--- src/rtl/retire_trace_pkg.sv ---
// Shared types and defaults for the retire trace buffer.
//   trace_entry_t : one retired-instruction record at the default datapath width
//   trace_state_e : RUN (accepting), HALTED (draining), DRAINED (terminal)
package retire_trace_pkg;

  localparam int DEFAULT_DEPTH = 8;
  localparam int DEFAULT_XLEN  = 32;

  typedef struct packed {
    logic [DEFAULT_XLEN-1:0] pc;
    logic [DEFAULT_XLEN-1:0] next_pc;
    logic [DEFAULT_XLEN-1:0] instr;
    logic [4:0]              rd;
    logic                    rd_we;
    logic [DEFAULT_XLEN-1:0] rd_data;
  } trace_entry_t;

  typedef enum logic [1:0] {
    RUN     = 2'd0,
    HALTED  = 2'd1,
    DRAINED = 2'd2
  } trace_state_e;

endpackage

--- src/rtl/trace_fifo.sv ---
// Show-ahead FIFO of trace entries.
//   clk, rst          : clock, synchronous active-high reset (control only)
//   push, pop         : write tail / retire head; both may be set in one cycle,
//                       including when full (the caller guarantees pop implies !empty)
//   wr_entry          : entry written at the tail on push
//   rd_entry          : head entry, forced to zero while empty
//   count, full, empty: occupancy status
module trace_fifo
  import retire_trace_pkg::*;
#(
  parameter int  DEPTH   = DEFAULT_DEPTH,
  parameter type entry_t = trace_entry_t,
  localparam int AW      = $clog2(DEPTH)
) (
  input  logic    clk,
  input  logic    rst,
  input  logic    push,
  input  logic    pop,
  input  entry_t  wr_entry,
  output entry_t  rd_entry,
  output logic [AW:0] count,
  output logic    full,
  output logic    empty
);

  entry_t        mem [DEPTH];
  logic [AW-1:0] wptr;
  logic [AW-1:0] rptr;

  // Pointers are exactly AW bits, so the +1 wraps modulo DEPTH.
  always_ff @(posedge clk) begin
    if (rst) begin
      wptr  <= '0;
      rptr  <= '0;
      count <= '0;
    end else begin
      if (push) wptr <= wptr + 1'b1;
      if (pop)  rptr <= rptr + 1'b1;
      case ({push, pop})
        2'b10:   count <= count + 1'b1;
        2'b01:   count <= count - 1'b1;
        default: count <= count;
      endcase
    end
  end

  // Storage is not reset; only the read path is masked while empty.
  always_ff @(posedge clk) begin
    if (push) mem[wptr] <= wr_entry;
  end

  assign empty    = (count == '0);
  assign full     = (count == (AW+1)'(DEPTH));
  assign rd_entry = empty ? '0 : mem[rptr];

endmodule

--- src/rtl/retire_trace_buffer.sv ---
// Retirement trace buffer: captures each instruction retiring from WB into a
// FIFO that a trace consumer drains with a valid/ready handshake.
//   clk, rst                 : clock, synchronous active-high reset
//   wb_*                     : retiring instruction (pc, next pc, word, rd write)
//   halt                     : CPU halt pulse; stops capture after this cycle
//   trc_valid/trc_ready      : head handshake; trc_* carry the head entry
//   count                    : occupancy
//   overflow                 : sticky, an entry was dropped because the FIFO was full
//   retire_count             : entries accepted since reset (wraps)
//   drained                  : halted and every captured entry consumed
module retire_trace_buffer
  import retire_trace_pkg::*;
#(
  parameter int  DEPTH = DEFAULT_DEPTH,
  parameter int  XLEN  = DEFAULT_XLEN,
  localparam int AW    = $clog2(DEPTH)
) (
  input  logic            clk,
  input  logic            rst,
  input  logic            wb_valid,
  input  logic [XLEN-1:0] wb_pc,
  input  logic [XLEN-1:0] wb_next_pc,
  input  logic [XLEN-1:0] wb_instr,
  input  logic [4:0]      wb_rd,
  input  logic            wb_rd_we,
  input  logic [XLEN-1:0] wb_rd_data,
  input  logic            halt,
  output logic            trc_valid,
  input  logic            trc_ready,
  output logic [XLEN-1:0] trc_pc,
  output logic [XLEN-1:0] trc_next_pc,
  output logic [XLEN-1:0] trc_instr,
  output logic [4:0]      trc_rd,
  output logic            trc_rd_we,
  output logic [XLEN-1:0] trc_rd_data,
  output logic [AW:0]     count,
  output logic            overflow,
  output logic [31:0]     retire_count,
  output logic            drained
);

  // Same layout as trace_entry_t, sized by this instance's XLEN.
  typedef struct packed {
    logic [XLEN-1:0] pc;
    logic [XLEN-1:0] next_pc;
    logic [XLEN-1:0] instr;
    logic [4:0]      rd;
    logic            rd_we;
    logic [XLEN-1:0] rd_data;
  } entry_t;

  trace_state_e state_q, state_d;
  entry_t       wr_entry, head;
  logic         push, pop, full, empty, in_run;

  assign in_run    = (state_q == RUN);
  assign trc_valid = !empty;
  assign pop       = trc_valid && trc_ready;
  // A full FIFO still accepts when the head leaves in the same cycle.
  assign push      = wb_valid && in_run && (!full || pop);

  // Writes to x0 are architecturally invisible, so they are traced as no-writes.
  always_comb begin
    wr_entry.pc      = wb_pc;
    wr_entry.next_pc = wb_next_pc;
    wr_entry.instr   = wb_instr;
    wr_entry.rd      = wb_rd;
    wr_entry.rd_we   = wb_rd_we;
    wr_entry.rd_data = wb_rd_data;
    if (wb_rd == 5'd0) begin
      wr_entry.rd_we   = 1'b0;
      wr_entry.rd_data = '0;
    end
  end

  trace_fifo #(
    .DEPTH   (DEPTH),
    .entry_t (entry_t)
  ) u_fifo (
    .clk      (clk),
    .rst      (rst),
    .push     (push),
    .pop      (pop),
    .wr_entry (wr_entry),
    .rd_entry (head),
    .count    (count),
    .full     (full),
    .empty    (empty)
  );

  // ---- control registers ----
  always_ff @(posedge clk) begin
    if (rst) begin
      state_q      <= RUN;
      overflow     <= 1'b0;
      retire_count <= '0;
    end else begin
      state_q <= state_d;
      if (wb_valid && in_run && full && !pop) overflow <= 1'b1;
      if (push) retire_count <= retire_count + 32'd1;
    end
  end

  // The last pop and the HALTED->DRAINED step share an edge, so drained rises
  // together with count reaching zero.
  always_comb begin
    state_d = state_q;
    case (state_q)
      RUN:     if (halt) state_d = HALTED;
      HALTED:  if (empty || (count == (AW+1)'(1) && pop)) state_d = DRAINED;
      DRAINED: state_d = DRAINED;
      default: state_d = RUN;
    endcase
  end

  assign drained     = (state_q == DRAINED);
  assign trc_pc      = head.pc;
  assign trc_next_pc = head.next_pc;
  assign trc_instr   = head.instr;
  assign trc_rd      = head.rd;
  assign trc_rd_we   = head.rd_we;
  assign trc_rd_data = head.rd_data;

endmodule

--- config.mk ---
export PLATFORM = sky130hd
export DESIGN_NAME = retire_trace_buffer
export DESIGN_NICKNAME = d
export VERILOG_FILES = /design/src/rtl/retire_trace_pkg.sv /design/src/rtl/trace_fifo.sv /design/src/rtl/retire_trace_buffer.sv
export SDC_FILE = /design/constraint.sdc
export NUM_CORES = 1
export LEC_CHECK = 0
export CORE_MARGIN = 5
export CORE_UTILIZATION = 38
export CTS_CLUSTER_DIAMETER = 200
export DETAILED_ROUTE_END_ITERATION = 10
export GPL_TIMING_DRIVEN = 0
export PLACE_DENSITY_LB_ADDON = 0.2
export SYNTH_ARGS = -nofsm -noshare
export SYNTH_HDL_FRONTEND = slang
export SYNTH_SLANG_ARGS = --single-unit
--- constraint.sdc ---
create_clock -name clk -period 20.9 [get_ports clk]
set_input_delay 6.27 -clock clk [delete_from_list [all_inputs] [get_ports clk]]
set_output_delay 6.27 -clock clk [all_outputs]
set_load 0.02 [all_outputs]
==> results of run 1 <==
## synth_stat cells (all sizes together)
master	count
nor4b	1
clkbuf	52
xor2	8
or4	18
a211oi	1
nand2	16
dfxtp	48
nand4bb	1
nand2b	1
and2b	1
and4	5
ha	11
inv	10
and2	5
o31a	1
nor3	4
nor2b	36
or3	5
nor2	157
mux2	3
nand4	13
nand3	15
nor4bb	1
nor3b	3
mux2i	136
o21ai	7
a21oi	28
xnor2	7
nor4	6
buf	55
and3	3
edfxtp	1072
nand4b	1
o31ai	17
or4b	1
mux4	268
## placed cells by master, fill, tap and decap left out, types with 4 or more instances in the layout
cell type	instances
nor2_1	156
buf_6	86
nand4_1	9
clkinv_1	20
clkbuf_16	117
bufinv_16	11
buf_8	19
dfxtp_1	48
clkdlybuf4s50_1	311
clkinvlp_4	9
inv_1	10
or4_1	17
edfxtp_1	1072
nor2b_1	36
xnor2_1	7
ha_1	11
nand3_1	14
a21oi_1	28
mux4_2	268
diode_2	10
xor2_1	8
buf_1	18
buf_4	29
mux2i_1	136
clkinv_2	19
buf_12	6
o31ai_1	17
clkbuf_1	85
buf_2	32
o21ai_0	7
nor4_1	4
or3_1	4
nand2_1	16
## worst max-delay path, stage by stage, from the launching register on
cell and delay (ns):
dfxtp_1 0.36, inv_1 0.12, ha_1 0.23, nor3b_1 0.19, clkbuf_1 0.84, clkbuf_1 1.08
clkbuf_1 0.59, nor2_1 0.24, clkdlybuf4s50_1 0.60
## registers in the layout, indices dropped and copies added (netlist names), named ones only
name / count
u_fifo.mem: 1072
u_fifo.rptr: 3
overflow: 1
u_fifo.wptr: 3
state_q: 2
retire_count: 32
u_fifo.count: 4
## worst max-delay path by stage
stage                                  from                          end  slack, ns  cells past startpoint
2_1_floorplan                      wb_valid   u_fifo.mem[0][0]$_DFFE_PP_       0.35                      5
3_3_place_gp                       wb_valid  u_fifo.mem[0][71]$_DFFE_PP_     -15.94                      6
3_5_place_dp   u_fifo.count[0]$_SDFFE_PP0P_                    trc_pc[8]      10.12                      8
4_1_cts        u_fifo.count[0]$_SDFFE_PP0P_                    trc_pc[8]       9.33                      8
5_1_grt        u_fifo.count[1]$_SDFFE_PP0P_                    trc_pc[3]       9.37                      8
6_report       u_fifo.count[1]$_SDFFE_PP0P_                    trc_pc[8]       9.67                      8
## routing by layer
| metal | vias up | wire length, µm |
|---|---|---|
| li1 | 9497 | - |
| met1 | 11500 | 44500 |
| met2 | 514 | 54400 |
| met3 | 131 | 5400 |
| met4 | 6 | 1860 |
| met5 | - | 54 |
## power by group through the flow
stage	Clock, mW	Sequential, mW	Combinational, mW
floorplan	0	2.81	1.09
global placement	0	2.90	1.88
detailed placement	0	2.75	1.97
CTS	2.07	2.70	1.98
global route	2.17	2.71	2.07
finish	2.02	2.70	1.92
## cells by family after synthesis
family	count (synthesis)
fa+ha+maj	11
buf+inv	117
compound gates	54
mux	407
xor+xnor	15
simple gates	293
flops	1120
## per-stage QoR
step / setup TNS, ns / power (mW) / cells / instance area (µm²)
floorplan: 0 / 3.90 / 2017 / 43200
global placement: -8100.44 / 4.78 / 3828 / 48200
detailed placement: 0 / 4.72 / 3965 / 49800
CTS: 0 / 6.75 / 4182 / 53600
global route: 0 / 6.94 / 4185 / 53600
finish: 0 / 6.64 / 4192 / 53600
## final cells by class
cell class	instances	area, µm²	share of cell area [%]
clock buffer	150	3050	5.69
timing repair buffer	448	4700	8.77
multi-input combinational	780	9570	17.9
clock inverter	67	696	1.30
inverter	10	37.5	0.0700
antenna	10	25.0	0.0467
sequential	1120	33200	61.9
tap	1500	1880	3.50
buffer	107	480	0.897
==> impl_metrics.csv, run 1 <==
group,metric,value,unit
outcome,status,"finished, final reports clean",
synth,synth_top_area_share,74.5,%
synth,avgSynthCellArea,21.4,µm²
synth,synthSimpleGateAreaFrac,3.47,%
critical_path,required,14.63,ns
global_routing,grtUsageMet3,3.50,%
finish,areaGrowthSynthToFinish,24.1,%
floorplanning,die-width,347,µm
synth,ys_ff_latch,1120,
synth,yosysWarnings,0,
placed_design,place_ws,10.12,ns
synth,synth_top_cell_by_area,"edfxtp_1",
power,pwr-share-clk,30.4,%
placed_design,place.gp.congestion,0.759,
clocking,cts_resized,0,
floorplanning,die-area,120000,µm²
synth,ys_seq_area_share,76.8,%
clocking,htreeDepth,3,
synth,synthAdderAreaFrac,0.319,%
global_routing,gr-total-overflow,0,
global_routing,track_usage,17.5,%
global_routing,antenna_found_initial,12,
synth,synth_xor_area_share,0.304,%
worst_hold_path,whs_endpoint,"state_q[0]$_SDFFE_PP0P_",
clocking,cts_tree,"yes",
synth,synth_top_family_by_area,"multiplexers",
floorplanning,die_h,347,µm
power,ir_drop,0.0783,mV
route,drc_errors,0,
critical_path,worst-setup-path-type,"register to output pin",
route,vias_per_cell,5.16,
critical_path,critPathArrivalTime,4.96,ns
timing,hold_ws,0.507,ns
synth,synth_cells,2017,
floorplanning,core,113000,µm²
clocking,clkLatencyLatePin,0.69,ns
synth,synth_area_leaders,"edfxtp_1 75%, mux4_2 14%, mux2i_1 3.2%, dfxtp_1 2.2%, nor2_1 1.4%",
placed_design,dp_hpwl,72.4,mm
power,swShare,29.4,%
timing,finalCritPeriodShare,53.7,%
global_routing,grt_pass1_vias,23100,
power,intPower,4.69,mW
worst_hold_path,min_from,"state_q[0]$_SDFFE_PP0P_",
global_routing,grt.busiest_layer,"met2",
timing,hold_viol,0,
global_routing,grt_max_degree,24,
critical_path,cp-end-kind,"output pin",
synth,syn_area,43200,µm²
clocking,cts_sinks,1120,
worst_hold_path,holdPathStages,2,
power,powerDensity,124,nW/µm²
power,p_leak,16.6,nW
route,drt_iter0_drc,1515,
route,vias,21600,
clocking,clkSlewWorstSetupHoldPaths,0.06,ns
synth,syn-num-nets,2167,
global_routing,grt_pass1_wl,156,mm
power,power.share.sequential,40.6,%
power,net-switching-power,1.95,mW
timing,finalMaxSlewViolations,0,
critical_path,rr_worst_depth,13,
critical_path,start_kind,"register",
timing,setup_ws,9.67,ns
critical_path,worstPathMaxFanout,10,
finish,final_layout_size_suffix_gt1_share,23.4,%
timing,finalCriticalPeriod,11.23,ns
route,drt-total-wl,106,mm
clocking,cts_buffers,115,
timing,slew_headroom,8.15,%
power,p_comb_share,29.0,%
clocking,cts_hold_buf,0,
clocking,cts_max_path_buffers,3,
floorplanning,start_util,38.3,%
worst_hold_path,hold_class,"register to register",
floorplanning,rows,123,
synth,synth_compound_area_share,0.739,%
timing,rsz0062_at_grt,"no",
timing,setup_viol,0,
clocking,cts_root_buf,"clkbuf_16",
critical_path,reg2reg_slack,16.73,ns
flow_run,max_cap_violations,0,
global_routing,gr-usage-met2,30.4,%
clocking,post_cts_buffers,0,
timing,max_freq,89.0,MHz
critical_path,r2r-end,"u_fifo.mem[5][92]$_DFFE_PP_",
placed_design,io_buffers,311,
critical_path,r2r-start,"state_q[1]$_SDFFE_PP0P_",
route,wire_per_inst,25.3,µm
synth,synthMuxAreaShare,17.2,%
synth,ys_types,50,
route,dr.pass1.iters,7,
timing,worst_slew_pin_slew,1.38,ns
finish,final_util,47.6,%
global_routing,met1_usage,22.8,%
finish,nets,2732,
timing,fin_skew,0.0266,ns
finish,fillers,9319,
route,ant_nets,0,
floorplanning,num_io_pins,312,
Note: power is estimated with default switching activity, not from simulation.
==> run 2, diff against run 1 <==
==> constraint.sdc (replaced) <==
create_clock -name clk -period 11.7 [get_ports clk]
set_input_delay 3.51 -clock clk [delete_from_list [all_inputs] [get_ports clk]]
set_output_delay 3.51 -clock clk [all_outputs]
set_load 0.02 [all_outputs]
==> run 2 against run 1 <==
  * Count of clock-buffer cells in the layout is 7 lower
  * Cell area is 0.49% lower
  * Critical path depth stayed put
  * Setup slack worse by 6.0 ns
  * Via count is 0.60% lower
  * Combinational power is 78% higher
  * Worst hold slack hardly changed
  * Critical path type unchanged
  * Largest cell class unchanged
==> impl_metrics.csv, run 2 (synthesis gave the netlist of run 1 again) <==
group,metric,value,unit
outcome,status,"finished, final reports clean",
worst_hold_path,hold_class,"register to register",
placed_design,dp_hpwl,71.7,mm
placed_design,dp_cells,3959,
route,vias,21500,
timing,setup_viol,0,
route,ant_nets,0,
finish,nets,2727,
clocking,cts_root_buf,"clkbuf_16",
clocking,clkLatencyLatePin,0.69,ns
finish,final_common_cell,"edfxtp_1",
timing,hold_viol,0,
power,p_leak,16.4,nW
finish,areaGrowthSynthToFinish,23.5,%
finish,stdcell_count,4168,
global_routing,grt_max_degree,24,
route,drt_iter0_drc,1735,
timing,max_freq,125,MHz
floorplanning,core,113000,µm²
clocking,cts_resized,0,
power,intPower,8.20,mW
critical_path,critPathArrivalTime,4.51,ns
finish,seq_area,33200,µm²
clocking,cts_buffers,116,
finish,mostFrequentLayoutCells,"1072 x edfxtp_1, 311 x clkdlybuf4s50_1, 268 x mux4_2",
timing,slew_headroom,9.87,%
floorplanning,die_h,347,µm
timing,worst_slew_pin_slew,1.35,ns
finish,fillers,9353,
clocking,post_cts_buffers,0,
critical_path,required,8.19,ns
route,vias_per_cell,5.15,
floorplanning,start_util,38.3,%
finish,top_regs,"u_fifo.mem (1072), retire_count (32), u_fifo.count (4)",
power,pwr-share-clk,29.2,%
floorplanning,die-width,347,µm
power,swShare,29.4,%
critical_path,cp-end-kind,"output pin",
timing,setup_ws,3.68,ns
critical_path,worstPathMaxFanout,10,
placed_design,place_ws,4.20,ns
power,net-switching-power,3.42,mW
route,wire_per_inst,25.2,µm
power,powerDensity,218,nW/µm²
placed_design,io_buffers,311,
power,power.share.sequential,41.4,%
global_routing,gr-total-overflow,0,
power,total_power,11.6,mW
clocking,clkSlewWorstSetupHoldPaths,0.06,ns
global_routing,antenna_found_initial,11,
clocking,cts_hold_buf,0,
route,drt-total-wl,105,mm
clocking,cts_tree,"yes",
clocking,cts_max_path_buffers,3,
timing,finalCriticalPeriod,8.02,ns
route,drc_errors,0,
placed_design,place.gp.congestion,0.753,
floorplanning,num_io_pins,312,
clocking,cts_sinks,1120,
timing,rsz0062_at_grt,"no",
global_routing,track_usage,17.4,%
timing,fin_skew,0.0186,ns
critical_path,start_kind,"register",
power,p_comb_share,29.3,%
route,dr.pass1.iters,5,
global_routing,grt_pass1_vias,23100,
timing,finalCritPeriodShare,68.6,%
finish,largest_register_ffs,1072,
finish,top_register,"u_fifo.mem",
finish,final_layout_size_suffix_gt1_share,22.7,%
finish,multi_input_area,9580,µm²
floorplanning,die-area,120000,µm²
global_routing,grt_pass1_wl,156,mm
critical_path,worst-setup-path-type,"register to output pin",
timing,finalMaxSlewViolations,0,
flow_run,max_cap_violations,0,
power,ir_drop,0.116,mV
floorplanning,rows,123,
clocking,htreeDepth,3,
[run 2: cell count changes in the layout (fill, tap and decap cells not counted), moves of 8 or more]
cell	previous run	this run
buf_6	86	104
clkbuf_1	85	76
clkinv_1	20	36
clkinv_2	19	11
buf_4	29	4
[run 2: per-layer routing]
| layer | track usage (%) | wire (µm) | vias to the layer above | part of all wire (%) |
|---|---|---|---|---|
| met1 | 22.4 | 43600 | 11400 | 41 |
| li1 | - | - | 9473 | - |
| met5 | 0 | 69 | - | 0.066 |
| met4 | 4.13 | 1900 | 10 | 1.8 |
| met3 | 3.45 | 5090 | 128 | 4.8 |
| met2 | 30.5 | 54600 | 460 | 52 |
[run 2: cell type report]
class / instances / share of cell area, %
timing repair buffer: 442 / 8.84
multi-input combinational: 780 / 18.0
antenna: 3 / 0.0141
tap: 1500 / 3.52
clock buffer: 143 / 5.67
sequential: 1120 / 62.2
buffer: 107 / 0.906
inverter: 10 / 0.0704
clock inverter: 63 / 0.856
[run 2: power groups by stage]
stage	Combinational, mW	Clock (mW)	Sequential (mW)
detailed placement	3.50	0	4.90
global route	3.67	3.68	4.84
global placement	3.35	0	5.09
finish	3.41	3.40	4.82
CTS	3.51	3.49	4.82
floorplan	1.95	0	4.97
[run 2: through the flow]
| stage | TNS [ns] | hold WS (ns) | cell area, µm² | util [%] |
|---|---|---|---|---|
| floorplan | -1893.19 | 0.467 | 43200 | - |
| global placement | - | 0.481 | 48200 | 42.8 |
| detailed placement | 0 | 0.501 | 49800 | 44.2 |
| CTS | 0 | 0.509 | 53300 | 47.3 |
| global route | 0 | 0.522 | 53300 | 47.3 |
| finish | 0 | 0.507 | 53300 | 47.3 |
[run 2: worst paths after layout]
| kind | start | end | slack [ns] | cells after the start |
|---|---|---|---|---|
| worst max register to register | u_fifo.count[0]$_SDFFE_PP0P_ | u_fifo.mem[1][94]$_DFFE_PP_ | 7.98 | 13 |
| worst min-delay path | retire_count[24]$_SDFFE_PP0P_ | retire_count[24]$_SDFFE_PP0P_ | 0.51 | 2 |
| worst max-delay path | u_fifo.count[1]$_SDFFE_PP0P_ | trc_pc[8] | 3.68 | 8 |
| worst min register to register | retire_count[24]$_SDFFE_PP0P_ | retire_count[24]$_SDFFE_PP0P_ | 0.51 | 2 |
[run 2: critical path: stages (launching register included)]
cell and delay, ns:
dfxtp_1 0.35, inv_1 0.12, ha_1 0.26, nor3b_1 0.20, clkbuf_2 0.55, clkbuf_1 0.91
clkbuf_1 0.56, nor2_1 0.23, clkdlybuf4s50_1 0.60
==> run 3, diff against run 2 <==
==> constraint.sdc (replaced) <==
create_clock -name clk -period 6.6 [get_ports clk]
set_input_delay 1.98 -clock clk [delete_from_list [all_inputs] [get_ports clk]]
set_output_delay 1.98 -clock clk [all_outputs]
set_load 0.02 [all_outputs]
==> run 3 against run 2 <==
  * Global-route usage about the same
  * Utilization rose by 0.69 points
  * Worst hold slack better by 0.0025 ns
  * Clock power rose by 98%
  * Sequential share of layout area down 0.89 points
  * Combinational power grew 79%
  * Sequential cell count is the same
  * Setup slack worse by 3.3 ns
  * Cell count fell by 0.48%
  * Cell area rose by 1.4%
==> impl_metrics.csv, run 3 (synthesis gave the netlist of run 1 again) <==
group,metric,value,unit
floorplanning,die-area,120000,µm²
floorplanning,die_h,347,µm
worst_hold_path,hold_class,"register to register",
timing,finalCritPeriodShare,94.6,%
outcome,status,"finished, final reports clean",
power,ir_drop,0.218,mV
timing,fin_setup_tns,0,ns
critical_path,critPathArrivalTime,4.26,ns
route,wire_per_inst,25.4,µm
finish,mostFrequentLayoutCells,"1072 x edfxtp_1, 311 x clkdlybuf4s50_1, 268 x mux4_2",
finish,final_common_cell,"edfxtp_1",
floorplanning,rows,123,
critical_path,r2r-start,"u_fifo.count[0]$_SDFFE_PP0P_",
route,drt-total-wl,105,mm
global_routing,gr-total-overflow,0,
timing,worst_slew_pin_slew,1.16,ns
route,vias_per_cell,5.16,
power,powerDensity,395,nW/µm²
route,dr.pass1.iters,5,
finish,nets,2692,
placed_design,dp_hpwl,70.6,mm
timing,finalMaxSlewViolations,0,
worst_hold_path,holdPathStages,2,
critical_path,required,4.62,ns
floorplanning,die-width,347,µm
floorplanning,core,113000,µm²
global_routing,antenna_found_initial,12,
route,vias,21400,
timing,hold_viol,0,
worst_hold_path,whs_endpoint,"overflow$_SDFFE_PP0P_",
global_routing,grt_max_degree,23,
critical_path,start_kind,"register",
critical_path,worst-setup-path-type,"register to output pin",
timing,slew_headroom,22.7,%
route,drc_errors,0,
floorplanning,num_io_pins,312,
clocking,cts_buffers,116,
critical_path,reg2reg_slack,2.99,ns
route,wl_met1,44.4,mm
global_routing,track_usage,17.4,%
finish,largest_register_ffs,1072,
route,route.top_layer_used,"met5",
finish,fillers,9362,
finish,top_regs,"u_fifo.mem (1072), retire_count (32), u_fifo.count (4)",
power,total_power,21.4,mW
critical_path,r2r-end,"u_fifo.mem[2][66]$_DFFE_PP_",
floorplanning,start_util,38.3,%
critical_path,cp-end-kind,"output pin",
timing,max_freq,160,MHz
critical_path,worstPathMaxFanout,10,
clocking,post_cts_buffers,0,
placed_design,io_buffers,311,
route,drt_iter0_drc,1540,
clocking,cts_root_buf,"clkbuf_16",
finish,final_layout_size_suffix_gt1_share,22.8,%
timing,rsz0062_at_grt,"no",
global_routing,grt_pass1_vias,23000,
route,ant_nets,0,
clocking,clkSlewWorstSetupHoldPaths,0.06,ns
timing,fin_skew,0.0300,ns
clocking,cts_tree,"yes",
route,met2_length,53.7,mm
timing,finalCriticalPeriod,6.24,ns
critical_path,rr_worst_depth,14,
route,dr_wl_met3,5.32,mm
finish,top_register,"u_fifo.mem",
timing,setup_viol,0,
global_routing,grt_pass1_wl,156,mm
power,p_leak,16.7,nW
clocking,cts_sinks,1120,
clocking,htreeDepth,3,
placed_design,place.gp.congestion,0.770,
worst_hold_path,min_from,"overflow$_SDFFE_PP0P_",
flow_run,max_cap_violations,0,
clocking,cts_max_path_buffers,3,
clocking,clkLatencyLatePin,0.71,ns
finish,areaGrowthSynthToFinish,25.3,%
[run 3: changes by cell type in the layout (fill, tap and decap cells not counted), moves of 8 or more]
cell,change
buf_8,+16
clkinv_2,+11
buf_16,+34
clkinv_1,-8
bufinv_16,+15
buf_6,-80
clkbuf_1,-13
[run 3: critical path, stage by stage (launching register included)]
cell	delay [ns]
dfxtp_1	0.30
buf_2	0.25
clkbuf_1	0.89
buf_2	0.53
mux4_2	0.56
mux2i_1	0.39
nor2_1	0.09
clkdlybuf4s50_1	0.56
[run 3: what timing repair did]
action,4_1_cts,5_1_grt
hold endpoints to repair,0,0
endpoints found under the setup margin,60,3
hold buffers,0,0
gates resized for setup,3,3
[run 3: area by class of cell]
cell class	count	area [µm²]	area share (%)
Tap cell	1500	1880	3.47
Clock inverter	82	985	1.82
Buffer	107	495	0.916
Clock buffer	132	2980	5.52
Multi-Input combinational cell	780	9610	17.8
Antenna cell	10	25.0	0.0463
Sequential cell	1120	33200	61.3
Timing Repair Buffer	407	4930	9.11
Inverter	10	40.0	0.0740
[run 3: worst max path at each step]
stage / startpoint / endpoint / slack (ns) / cells after the start
after global routing: register / trc_pc[6] / 0.03 / 7
after CTS: register / trc_pc[8] / 0.004 / 7
after floorplan: trc_ready / u_fifo.mem[4][0]$_DFFE_PP_ / -1.70 / 6
after detailed placement: u_fifo.count[1]$_SDFFE_PP0P_ / trc_pc[28] / 0.38 / 8
after global placement: trc_ready / u_fifo.mem[4][79]$_DFFE_PP_ / -8.85 / 7
final: register / trc_pc[6] / 0.36 / 7
[run 3: through the flow]
step	setup WS (ns)	hold WS, ns	cells	util (%)	instance area [µm²]
4_1_cts	0.00402	0.512	4138	48.0	54100
3_5_place_dp	0.379	0.497	3924	44.5	50100
5_1_grt	0.0321	0.536	4140	48.0	54100
6_report	0.360	0.509	4148	48.0	54100
3_3_place_gp	-8.85	0.491	3828	42.9	48300
2_1_floorplan	-1.70	0.467	2017	-	43300
[run 3: metal layers]
layer / vias to the layer above / GRT usage [%]
li1: 9429 / -
met4: 2 / 4.19
met1: 11300 / 23.1
met2: 530 / 29.8
met3: 128 / 3.42
met5: - / 0
[run 3: power by group]
group	switching (mW)	total, mW	leakage (nW)	internal [mW]
Sequential	0.145	8.55	10.1	8.40
Combinational	3.33	6.09	4.65	2.76
Clock	2.70	6.72	1.92	4.02
Total	6.17	21.4	16.7	15.2
